<file path="src/rtl/matrix_loader_pkg.sv">
// Shared types and sizes for the matrix storage loader.
// Holds the destination enum, the loader FSM state enum and the
// word/row/index widths used by the top and the row packer.
package matrix_loader_pkg;

   localparam int WORD_W        = 16;
   localparam int ROW_W         = 48;
   localparam int IDX_W         = 32;
   localparam int WORDS_PER_ROW = 3;
   localparam int WCNT_W        = 2;

   // Destination memory of a load job; the fourth encoding is rejected
   typedef enum logic [1:0] {
      TGT_INPUT  = 2'd0,
      TGT_WEIGHT = 2'd1,
      TGT_LABEL  = 2'd2
   } target_t;

   localparam logic [1:0] TGT_INVALID = 2'd3;

   // Loader sequencing: collect a row, write it, repeat, then report
   typedef enum logic [1:0] {
      IDLE  = 2'd0,
      LOAD  = 2'd1,
      WRITE = 2'd2,
      DONE  = 2'd3
   } state_t;

   // A job asks for no rows at all when either dimension is zero
   function automatic logic isEmptyJob(input logic [IDX_W-1:0] layers,
                                       input logic [IDX_W-1:0] rows);
      return (layers == '0) || (rows == '0);
   endfunction

endpackage

</file>
<file path="src/rtl/row_word_packer.sv">
// Packs three 16-bit host words into one 48-bit storage row.
// The first word of a row ends up in the top bits, the last in the bottom.
// o_rowFull flags the cycle in which the third word of a row is accepted.
module row_word_packer
   import matrix_loader_pkg::*;
(
   input  logic              i_clk,
   input  logic              i_rst,
   input  logic              i_clear,
   input  logic              i_accept,
   input  logic [WORD_W-1:0] i_word,
   output logic [ROW_W-1:0]  o_rowData,
   output logic              o_rowFull
);

   logic [ROW_W-1:0]  r_rowData;
   logic [WCNT_W-1:0] r_wordCount;
   logic              w_lastWord;

   assign w_lastWord = (r_wordCount == WCNT_W'(WORDS_PER_ROW - 1));
   assign o_rowFull  = i_accept && w_lastWord;
   assign o_rowData  = r_rowData;

   // Shift each accepted word in from the bottom and count words within the row
   always_ff @(posedge i_clk or posedge i_rst) begin
      if (i_rst) begin
         r_rowData   <= '0;
         r_wordCount <= '0;
      end else if (i_clear) begin
         r_rowData   <= '0;
         r_wordCount <= '0;
      end else if (i_accept) begin
         r_rowData   <= {r_rowData[ROW_W-WORD_W-1:0], i_word};
         r_wordCount <= w_lastWord ? '0 : r_wordCount + WCNT_W'(1);
      end
   end

endmodule

</file>
<file path="src/rtl/matrix_storage_loader.sv">
// Streams host words into input/weight/label storage, one 48-bit row
// at a time, walking rows within layers for a configured job.
// Optional build macro LOADER_CHECKSUM_EN adds a 16-bit running sum of
// accepted words on port checksum; without it the port does not exist.
module matrix_storage_loader
   import matrix_loader_pkg::*;
(
   input  logic              clk_clk,
   input  logic              reset_reset,
   input  logic              cfg_start,
   input  logic [1:0]        cfg_target,
   input  logic [IDX_W-1:0]  cfg_layer_count,
   input  logic [IDX_W-1:0]  cfg_rows_per_layer,
   input  logic [WORD_W-1:0] s_data,
   input  logic              s_valid,
   output logic              s_ready,
   output logic [IDX_W-1:0]  write_layer_index,
   output logic [IDX_W-1:0]  write_row_index,
   output logic [ROW_W-1:0]  write_data,
   output logic              input_is_write,
   output logic              weight_is_write,
   output logic              label_is_write,
   output logic              busy,
   output logic              done,
   output logic              cfg_error
`ifdef LOADER_CHECKSUM_EN
   ,
   output logic [WORD_W-1:0] checksum
`endif
);

   state_t           r_state;
   state_t           w_nextState;
   target_t          r_target;
   logic [IDX_W-1:0] r_layers;
   logic [IDX_W-1:0] r_rows;
   logic [IDX_W-1:0] r_layerIdx;
   logic [IDX_W-1:0] r_rowIdx;
   logic             r_done;
   logic             r_cfgError;

   logic             w_startOk;
   logic             w_startBad;
   logic             w_accept;
   logic             w_rowFull;
   logic             w_lastRow;
   logic             w_lastLayer;
   logic [ROW_W-1:0] w_rowData;

   // Only an idle loader listens to cfg_start; a busy one ignores it silently
   assign w_startOk   = (r_state == IDLE) && cfg_start && (cfg_target != TGT_INVALID);
   assign w_startBad  = (r_state == IDLE) && cfg_start && (cfg_target == TGT_INVALID);
   assign w_accept    = s_valid && s_ready;
   assign w_lastRow   = (r_rowIdx == r_rows - IDX_W'(1));
   assign w_lastLayer = (r_layerIdx == r_layers - IDX_W'(1));

   row_word_packer u_packer (
      .i_clk     (clk_clk),
      .i_rst     (reset_reset),
      .i_clear   (w_startOk),
      .i_accept  (w_accept),
      .i_word    (s_data),
      .o_rowData (w_rowData),
      .o_rowFull (w_rowFull)
   );

   // State register
   always_ff @(posedge clk_clk or posedge reset_reset) begin
      if (reset_reset) begin
         r_state <= IDLE;
      end else begin
         r_state <= w_nextState;
      end
   end

   // Next-state decision: collect a row, write it, then either continue or finish
   always_comb begin
      w_nextState = r_state;
      case (r_state)
         IDLE: begin
            if (w_startOk) begin
               w_nextState = isEmptyJob(cfg_layer_count, cfg_rows_per_layer) ? DONE : LOAD;
            end
         end
         LOAD: begin
            if (w_rowFull) begin
               w_nextState = WRITE;
            end
         end
         WRITE: begin
            w_nextState = (w_lastRow && w_lastLayer) ? DONE : LOAD;
         end
         DONE: begin
            w_nextState = IDLE;
         end
         default: begin
            w_nextState = IDLE;
         end
      endcase
   end

   // Moore outputs: stream handshake, busy flag and the single storage strobe
   always_comb begin
      s_ready         = 1'b0;
      busy            = 1'b0;
      input_is_write  = 1'b0;
      weight_is_write = 1'b0;
      label_is_write  = 1'b0;
      case (r_state)
         IDLE: begin
            busy = 1'b0;
         end
         LOAD: begin
            busy    = 1'b1;
            s_ready = 1'b1;
         end
         WRITE: begin
            busy = 1'b1;
            case (r_target)
               TGT_INPUT:  input_is_write  = 1'b1;
               TGT_WEIGHT: weight_is_write = 1'b1;
               TGT_LABEL:  label_is_write  = 1'b1;
               default:    input_is_write  = 1'b0;
            endcase
         end
         DONE: begin
            busy = 1'b1;
         end
         default: begin
            busy = 1'b0;
         end
      endcase
   end

   // Latch the job on an accepted start and step row/layer after each row write
   always_ff @(posedge clk_clk or posedge reset_reset) begin
      if (reset_reset) begin
         r_target   <= TGT_INPUT;
         r_layers   <= '0;
         r_rows     <= '0;
         r_layerIdx <= '0;
         r_rowIdx   <= '0;
      end else if (w_startOk) begin
         r_target   <= target_t'(cfg_target);
         r_layers   <= cfg_layer_count;
         r_rows     <= cfg_rows_per_layer;
         r_layerIdx <= '0;
         r_rowIdx   <= '0;
      end else if (r_state == WRITE) begin
         if (w_lastRow) begin
            r_rowIdx   <= '0;
            r_layerIdx <= r_layerIdx + IDX_W'(1);
         end else begin
            r_rowIdx   <= r_rowIdx + IDX_W'(1);
         end
      end
   end

   // Registered one-cycle pulses for job completion and a rejected target
   always_ff @(posedge clk_clk or posedge reset_reset) begin
      if (reset_reset) begin
         r_done     <= 1'b0;
         r_cfgError <= 1'b0;
      end else begin
         r_done     <= (w_nextState == DONE);
         r_cfgError <= w_startBad;
      end
   end

   assign done              = r_done;
   assign cfg_error         = r_cfgError;
   assign write_layer_index = r_layerIdx;
   assign write_row_index   = r_rowIdx;
   assign write_data        = w_rowData;

`ifdef LOADER_CHECKSUM_EN
   logic [WORD_W-1:0] r_checksum;

   // Wrap-around sum of every word taken from the host during the current job
   always_ff @(posedge clk_clk or posedge reset_reset) begin
      if (reset_reset) begin
         r_checksum <= '0;
      end else if (w_startOk) begin
         r_checksum <= '0;
      end else if (w_accept) begin
         r_checksum <= r_checksum + s_data;
      end
   end

   assign checksum = r_checksum;
`endif

endmodule
</file>
<file path="config.mk">
export PLATFORM = sky130hd
export DESIGN_NAME = matrix_storage_loader
export DESIGN_NICKNAME = d
export VERILOG_FILES = /design/src/rtl/matrix_loader_pkg.sv /design/src/rtl/row_word_packer.sv /design/src/rtl/matrix_storage_loader.sv
export SDC_FILE = /design/constraint.sdc
export NUM_CORES = 1
export LEC_CHECK = 0
export CORE_MARGIN = 1
export CORE_UTILIZATION = 35
export CTS_CLUSTER_DIAMETER = 60
export CTS_CLUSTER_SIZE = 25
export DETAILED_ROUTE_END_ITERATION = 10
export HOLD_SLACK_MARGIN = 0.05
export PLACE_DENSITY = 0.57
export SYNTH_ARGS = -nofsm -noshare
export SYNTH_HDL_FRONTEND = slang
export SYNTH_SLANG_ARGS = --single-unit
</file>
<file path="constraint.sdc">
create_clock -name clk_clk -period 6.2 [get_ports clk_clk]
set_input_delay 0.62 -clock clk_clk [delete_from_list [all_inputs] [get_ports clk_clk]]
set_output_delay 0.62 -clock clk_clk [all_outputs]
set_load 0.02 [all_outputs]
</file>
-- Word level (Yosys, flattened, before mapping)
Index checks and enable logic that the tools add are counted.
- flip-flop bits (word level): 184
- input bits: 86
- output and inout port bits: 119
- logic and storage cells: 66
- $add $sub $neg: 5
- eq/ne operators: 11
- multiplexer cells: 24
- reduce and logical (&&, ||, !) cells: 16
- operator list (operator ; count):
    $mux W32 ; 6
    $mux W48 ; 2
    $add A32 B1 Y32 const B ; 2
    $eq A32 B32 Y1 ; 2
    $logic_not A32 Y1 ; 2
    $sub A32 B1 Y32 const B ; 2
    $mux W2 ; 7
    $eq A2 B2 Y1 const B ; 6
    $pmux W2 S4 ; 1
    $mux W1 ; 7
    $logic_and A1 B1 Y1 ; 6
    $reduce_bool A2 Y1 ; 3
    $eq A2 B1 Y1 const B ; 2
    $logic_not A2 Y1 ; 2
    $reduce_or A3 Y1 ; 1
    $add A2 B1 Y2 const B ; 1
    $ne A2 B2 Y1 const B ; 1
    $pmux W1 S2 ; 1
    $reduce_and A2 Y1 ; 1
    $logic_or A1 B1 Y1 ; 1

-- Logic depth before layout (Yosys ltp)
Gate-level depths: netlist of the first run.
- depth in word-level cells: 7
- gate-level depth with buffers: 13
- mapped depth without buffers: 11

-- By module
Synthesis of the first run repeated with hierarchy kept, for this count alone.
- cell total of the unflattened synthesis: 1199
- area total of the unflattened synthesis: 10543.9 um^2
- by module, submodules not included (module ; instances ; cells an instance ; area an instance (um^2) ; seq. area each (um^2)):
    matrix_storage_loader ; 1 ; 1033 ; 8515.7 ; 3353.2
    row_word_packer ; 1 ; 166 ; 2028.2 ; 1251.2

-- Worst setup path before layout of the first run
Ideal clock, no wire load.
- kind: register to register
- start point: reg r_rows[0]
- end point: reg r_layerIdx[19] (netlist: write_layer_index[19])
- setup time: 0.079 ns
- arrival time: 3.463 ns
- required time: 6.121 ns
- path slack: 2.658 ns
- cell stages (with the launch flop): 13
- path buffers: 1
- clock period less this slack: 3.542 ns
- cells stage by stage: dfrtp_1 inv_1 ha_1 or4b_4 or4_4 nor3_2 o2111a_1 nand4_1 or4_4 or2_4 buf_6 nor4_2 mux2i_1
- longest elaborated chain between the ends: 4
- ends and longest elaborated chain (element ; RTL line ; source):
    start, declared ; matrix_storage_loader.sv:36 ; logic [IDX_W-1:0] r_rows;
    start signal, assigned ; matrix_storage_loader.sv:146 ; r_rows <= cfg_rows_per_layer;
    $sub A32 B1 Y32 ; matrix_storage_loader.sv:54 ; assign w_lastRow = (r_rowIdx == r_rows - IDX_W'(1));
    $eq A32 B32 Y1 ; matrix_storage_loader.sv:54 ;
    $reduce_bool A2 Y1 (no source line) ; n/a ;
    $reduce_and A2 Y1 (no source line) ; n/a ;
    end signal, assigned ; matrix_storage_loader.sv:152 ; r_layerIdx <= r_layerIdx + IDX_W'(1);
    end, declared ; matrix_storage_loader.sv:37 ; logic [IDX_W-1:0] r_layerIdx;
Every way passes these cells.
A chain may end at the register's enable or synchronous reset.

-- Worst setup path in the final report of the first run
- start point: reg r_rows[2]
- end point: reg r_layerIdx[16] (netlist: write_layer_index[16])
The elaborated chain is that of the path after synthesis.

==> metrics.md, run 1 <==
| Metric | Value |
|---|---|
| Total Wirelength | 32.2 mm |
| Final GP Congestion | 0.863 |
| Maximum VDD drop | 0.228 mV |
| # hold bufs at CTS | 0 |
| Clock share of power | 0.211 |
| Switching pwr | approximately 0.0023 W |
| Number of port buffers | 204 |
| Vias | 9584 |
| CTS Root Buffer Type | clkbuf_16 |
| TritonCTS clock tree | built |
| Die width | 174 microns |
| RSZ-0062 raised after global routing | no |
| WS Path Type | register to register |
| Starting Density | 0.359 |
| Largest net degree at the start of global routing | 124 |
| Cells after Synth | 1233 |
| Synth warn | 0 |
| Skew final | 0.0183 ns |
| Clk_lat worst skew | ~0.45 ns |
| Wire length per cell | 17.8 microns |
| Hold Fails Final Rpt | 0 |
| Worst Tran Pin Value | around 1 ns |
| Tightest Hold Check Type | register to register |
| # Post-CTS Setup Buffers | 0 |
| Power Internal | 0.00312 W |
| Logic pwr share | 0.410 |
| Clk pin slew, worst setup/hold paths | about 0.08 ns |
| DRC Markers | 0 |
| CTS Buffer Depth | 2 |
| Full die area | 30400 sq um |
| Core Footprint | 28900 sq um |
| Non-Filler Instances | 1805 |
| Sequential area share after synthesis | 0.443 |
| Mapped cell area | 10400 sq um |
| R2R Setup Slk | 2.21 ns |
| H-tree Lvls | 4 |
| Sink Count | ~180 |
| Synthesized area per cell | between 8 and 9 sq um |
| Initial DRC Count | 654 |
| Post-DP HPWL | 22.9 mm |
| Overflow after GRT | 0 |
| Fillcell total | ~2800 |
| CTS Buf Count | 17 |
| Synth Net Count | 1323 |
| First-pass GRT wire length | ~52 mm |
| Lkg Pwr | 5.53 nW |
| Yosys cell types | 73 |
| Status | complete, no violations |
| Max Cap Violations | 0 |
| Die Ht | about 170 microns |
| Placed Cells | approximately 1800 |
| Max Fclk | 251 MHz |
| Drt pass-1 iters | 6 |
| Vias in the first global route | 9322 |
| CTS resizes | 0 |
| Io pins | 205 |
| Ratio of cells with drive above 1 in the final layout | 0.0528 |
| CP max FO | 24 |
| Min cycle time layout | 3.99 ns |
| Max Transition Viols Final | 0 |
| Setup TNS | 0 ns |
| Core Rows | 62 |
| Slew headroom | 0.331 |
| Via/cell ratio | 5.31 |
| Sequential power share | 0.379 |
| Synth area leader | dfrtp_1 |
| Hold Path Depth | 2 |
| Share of the synthesized area in the top cell type | 0.443 |
| Cell Pwr Density | 403 nW/um^2 |
| Worst setup SP type | register |
| Overall routing resource usage | 0.218 |
| Endpoints failing setup | 0 |
| Post-synth ARST share | 1.00 |
| FF-to-FF path depth | 10 |
| Nets@finish | 1498 |
| Seq cells post-synth | 184 |
| Number of synthesized flops with an enable pin | 0 |
| WP data arrival | 4.35 ns |
| Area grow syn2layout | 29.0% |
| Initial antenna violation count | 0 |
| Dominant synthesized flop cell | dfrtp_1 |
| Critical Path End Type | register |
| Sw Share | 0.422 |
| Period utilization | 0.643 |
| Inserted Diodes | 0 |
| Antenna Nets Post-Route | 0 |
| Ranking of synthesized cells by area | dfrtp_1 44%, nand2_1 12%, xnor2_1 5.6% |
| Required @ worst endpoint | 6.57 ns |
registers in the layout (all words and copies together), names as in the netlist:
signal / flops
r_state: 2
u_packer.r_wordCount: 2
done: 1
u_packer.o_rowData: 48
write_layer_index: 32
write_row_index: 32
cfg_error: 1
r_layers: 32
r_target: 2
r_rows: 32
cells in the mapped netlist, drive strengths merged, types with 8 or more instances:
cell,number
nand2b,8
o31ai,11
xor2,35
nand2,340
nor4,43
or4,15
nand3,37
xnor2,66
or3,22
o21ai,35
or2,8
mux2i,13
buf,13
nor2,70
nor3,33
o211ai,10
dfrtp,184
and3,17
inv,22
a22o,8
a21oi,78
nand4,27
clkbuf,45
metal layers:
layer	wire, microns	share of wire	vias to the layer above	global-route usage
li1	-	-	4660	-
met1	15100	0.47	4613	0.306
met2	14200	0.44	274	0.326
met3	2310	0.072	37	0.0573
met4	611	0.019	0	0.0625
met5	0	0	-	0
metrics by stage:
stage / setup WS (ns) / utilization / total power, W / instance area (sq um) / hold slack (ns)
floorplan: 0.580 / - / 0.00340 / 10400 / 0.465
global placement: 2.35 / 0.442 / 0.00426 / 12800 / 0.481
detailed placement: 2.26 / 0.442 / 0.00427 / 12800 / 0.484
CTS: 2.24 / 0.463 / 0.00545 / 13400 / 0.508
global route: 1.89 / 0.463 / 0.00581 / 13400 / 0.549
finish: 2.21 / 0.463 / 0.00540 / 13400 / 0.507
path summary, 6_finish.rpt:
path,from,to
min reg2reg,r_rows[31],r_rows[31]
max reg2reg,r_rows[2],write_layer_index[16]
max in group asynchronous,reset_reset,r_layers[13]
min in group asynchronous,reset_reset,write_row_index[5]
min,r_rows[31],r_rows[31]
max,r_rows[2],write_layer_index[16]
cells by family after synthesis:
| kind of cell | share of synthesized area |
|---|---|
| fa+ha+maj | 0.00482 |
| xor+xnor | 0.0852 |
| buf+inv | 0.0301 |
| simple gates | 0.307 |
| mux | 0.0158 |
| compound gates | 0.114 |
| flops | 0.443 |
layout make-up:
cell class	count	area, sq um	share of cell area
flip-flops and latches	184	4600	0.344
multi-input cells	969	5490	0.410
inverters	22	90.1	0.00673
clock buffers	17	425	0.0318
repair buffers	214	2120	0.158
clock inverters	15	183	0.0136
well taps	384	480	0.0359
power groups by stage:
stage / clock [W] / combinational (W) / sequential [W]
final: 0.00114 / 0.00221 / 0.00205
after global routing: 0.00122 / 0.00247 / 0.00212
after detailed placement: 0 / 0.00221 / 0.00206
after floorplan: 0 / 0.00129 / 0.00212
after CTS: 0.00117 / 0.00223 / 0.00205
after global placement: 0 / 0.00221 / 0.00205
worst max-delay path, cell delays in order, from the launching register on:
cell,delay [ns]
dfrtp_1,0.46
nor4_2,0.60
nand4_1,0.37
or4_1,0.59
a22o_1,0.25
nor4_2,0.34
and3_1,0.27
nand4_1,0.10
buf_4,0.24
or4_1,0.52
a21oi_1,0.15
placed cells by master, fill, tap and decap left out, types with 10 or more instances in the layout:
cell	count
o211ai_1	10
nor4_1	37
dfrtp_1	184
nand2_1	340
or4_1	13
and3_1	16
a21oi_1	77
nor3_1	32
or3_1	22
xor2_1	35
clkdlybuf4s50_1	204
nand4_1	27
o31ai_1	11
buf_4	10
mux2i_1	13
nor2_1	69
nand3_1	36
inv_1	21
o21ai_0	35
xnor2_1	66
clkbuf_16	17
Power figures use the tool's default switching activity.
==> run 2, diff against run 1 <==
- PLACE_DENSITY: 0.57 -> 0.59
- clock period: 6.2 -> 3.43 ns (I/O delays scaled with it)
==> run 2 against run 1 <==
Against the previous run: the flow now finishes with violations (setup timing); via count rose by 3.7%; final cell count increased by 4.4%; non-clock buffer count up 77; clock power grew 83%; power is 92% higher; critical path depth rose by 2; global-route usage about the same; critical endpoint is now write_layer_index[25]; utilization is 3.4 points higher; die area unchanged; maximum frequency up 11%; sequential power grew 76%.
==> metrics.md, run 2 (synthesized netlist as in run 1, its figures left out) <==
| Metric | Value |
|---|---|
| Status | complete, but fails checks |
| Violated checks | setup timing |
| Hold Path Depth | 3 |
| Inserted Diodes | 0 |
| Lkg Pwr | 6.05 nW |
| Commonest non-fill, non-tap cell in the layout | nand2_1 |
| Total Wirelength | 33.3 mm |
| Final GP Congestion | 0.916 |
| Overflow after GRT | 0 |
| Antenna Nets Post-Route | 0 |
| Sequential power share | 0.349 |
| # hold bufs at CTS | 0 |
| Min cycle time layout | 3.58 ns |
| Skew final | 0.0197 ns |
| Hold Fails Final Rpt | 0 |
| Area grow syn2layout | 38.5% |
| Max Transition Viols Final | 0 |
| Highest Signal Layer | met4 |
| TritonCTS clock tree | built |
| CP dominant cell by count | buf_4 |
| Period utilization | 1.04 |
| Vias | about 10000 |
| Die width | 174 microns |
| Power Internal | 0.00598 W |
| Logic pwr share | 0.450 |
| Post-DP HPWL | approximately 23 mm |
| Endpoints failing setup | 39 |
| Overall routing resource usage | 0.217 |
| Max Cap Violations | 0 |
| CTS Buf Count | 17 |
| Worst Tran Pin Value | 0.773 ns |
| Commonest cells after routing, fill and taps aside | 338 x nand2_1, 204 x clkdlybuf4s50_1, 184 x dfrtp_1, 72 x a21oi_1, 71 x buf_4 |
| Max incr delay on CP | approximately 0.56 ns |
| WL met2 | 15.1 mm |
| Number of port buffers | 204 |
| Vias in the first global route | 9502 |
| Nets@finish | about 1600 |
| Full die area | between 30000 and 40000 sq um |
| Final worst setup slack | -0.150 ns |
| Via/cell ratio | 5.28 |
| Critical Path End Type | register |
| Core Footprint | between 20000 and 30000 sq um |
| Drt pass-1 iters | 5 |
| Clk_lat worst skew | 0.44 ns |
| Wire length per cell | approximately 18 microns |
| Io pins | approximately 210 |
| Largest net degree at the start of global routing | 147 |
| Dpl ws | -0.188 ns |
| WL met3 | 2.06 mm |
| Placement Cell Area | 13300 sq um |
| Initial DRC Count | 773 |
| Clk pin slew, worst setup/hold paths | 0.09 ns |
| DRC Markers | 0 |
| FF-to-FF path depth | 12 |
| WS Path Type | register to register |
| Core Rows | 62 |
| Met1 wire length | 15.7 mm |
| CTS Root Buffer Type | clkbuf_16 |
| CP max FO | 6 |
| Cell Pwr Density | 719 nW/um^2 |
| Sink Count | 184 |
| H-tree Lvls | 4 |
| Starting Density | 0.359 |
| Initial antenna violation count | 0 |
| Critical-path top delay cell | or4_1 |
| RSZ-0062 raised after global routing | yes |
| Max Fclk | ~280 MHz |
| Flip-flop count of the largest register after layout | 48 |
| Clock share of power | 0.202 |
| Required @ worst endpoint | 3.81 ns |
| Die Ht | 174 microns |
| Worst setup SP type | register |
| Switching pwr | roughly 0.0044 W |
| Maximum VDD drop | 0.425 mV |
| Final Instance Area | 14400 sq um |
| Tightest Hold Check Type | input port to register |
| Setup TNS | -2.22 ns |
| Ratio of cells with drive above 1 in the final layout | 0.121 |
| Crit-path cells | buf_4 > nor4_4 > buf_4 > nand4_1 > or4_1 > a22o_1 > nor4_4 > buf_4 > nand4_1 > or2_4 > or4b_1 > nand2_1 |
| CTS Buffer Depth | 2 |
| First-pass GRT wire length | 52.7 mm |
| Sw Share | 0.422 |
| WP data arrival | 3.96 ns |
| Slew headroom | 0.485 |
-- run 2: cell count changes in the layout (fill, tap and decap cells not counted), sizes merged --
cell / previous run / this run
clkbuf: 17 / 20
inv: 29 / 28
clkinvlp: 2 / 1
clkinv: 5 / 8
or2: 8 / 10
bufinv: 1 / 0
buf: 10 / 84
-- run 2: what timing repair did --
item                                    in CTS  in global routing
cloned                                       2                  3
pin swaps                                   16                 27
buffers inserted                            10                  8
endpoints found under the setup margin      28                 65
gates resized for setup                     13                 43
-- run 2: worst paths after layout --
path	from	to	slack, ns
max in group asynchronous	reset_reset	r_rows[12]	2.36
worst min-delay path	s_data[14]	u_packer.o_rowData[14]	0.44
worst max-delay path	r_rows[1]	write_layer_index[25]	-0.15
worst min register to register	r_rows[31]	r_rows[31]	0.52
min in group asynchronous	reset_reset	write_layer_index[8]	0.45
worst max register to register	r_rows[1]	write_layer_index[25]	-0.15
-- run 2: cell type report --
class                           instances  area [sq um]
Multi-Input combinational cell        971          5730
Clock buffer                           17           425
Sequential cell                       184          4600
Inverter                               22          86.3
Clock inverter                         15           209
Fill cell                            2720         14600
Tap cell                              384           480
Timing Repair Buffer                  291          2840
-- run 2: metal layers --
layer,track usage,vias to the layer above
met5,0,-
met3,0.0479,32
met4,0.0493,0
met2,0.337,294
met1,0.308,4786
li1,-,4831
-- run 2: per-stage QoR --
step | utilization | hold WS (ns) | std cells | total power (W)
after floorplan | - | 0.448 | 1233 | 0.00616
after global placement | 0.459 | 0.486 | 1829 | 0.00799
after detailed placement | 0.459 | 0.500 | 1829 | 0.00804
after CTS | 0.486 | 0.417 | 1873 | 0.0103
after global routing | 0.497 | 0.416 | 1884 | 0.0110
final | 0.497 | 0.436 | 1884 | 0.0103
-- run 2: critical path, delay by kind of cell (launching register included) --
| family | cells | cell delay, ns |
|---|---|---|
| compound gates | 1 | 0.25 |
| buf+inv | 3 | 0.45 |
| flops | 1 | 0.41 |
| simple gates | 8 | 2.39 |
-- run 2: power groups by stage --
stage	Sequential, W	Combinational, W	Clock, W
final	0.00360	0.00465	0.00209
after global routing	0.00370	0.00509	0.00222
after CTS	0.00358	0.00456	0.00214
after detailed placement	0.00361	0.00443	0
after global placement	0.00360	0.00439	0
after floorplan	0.00383	0.00233	0
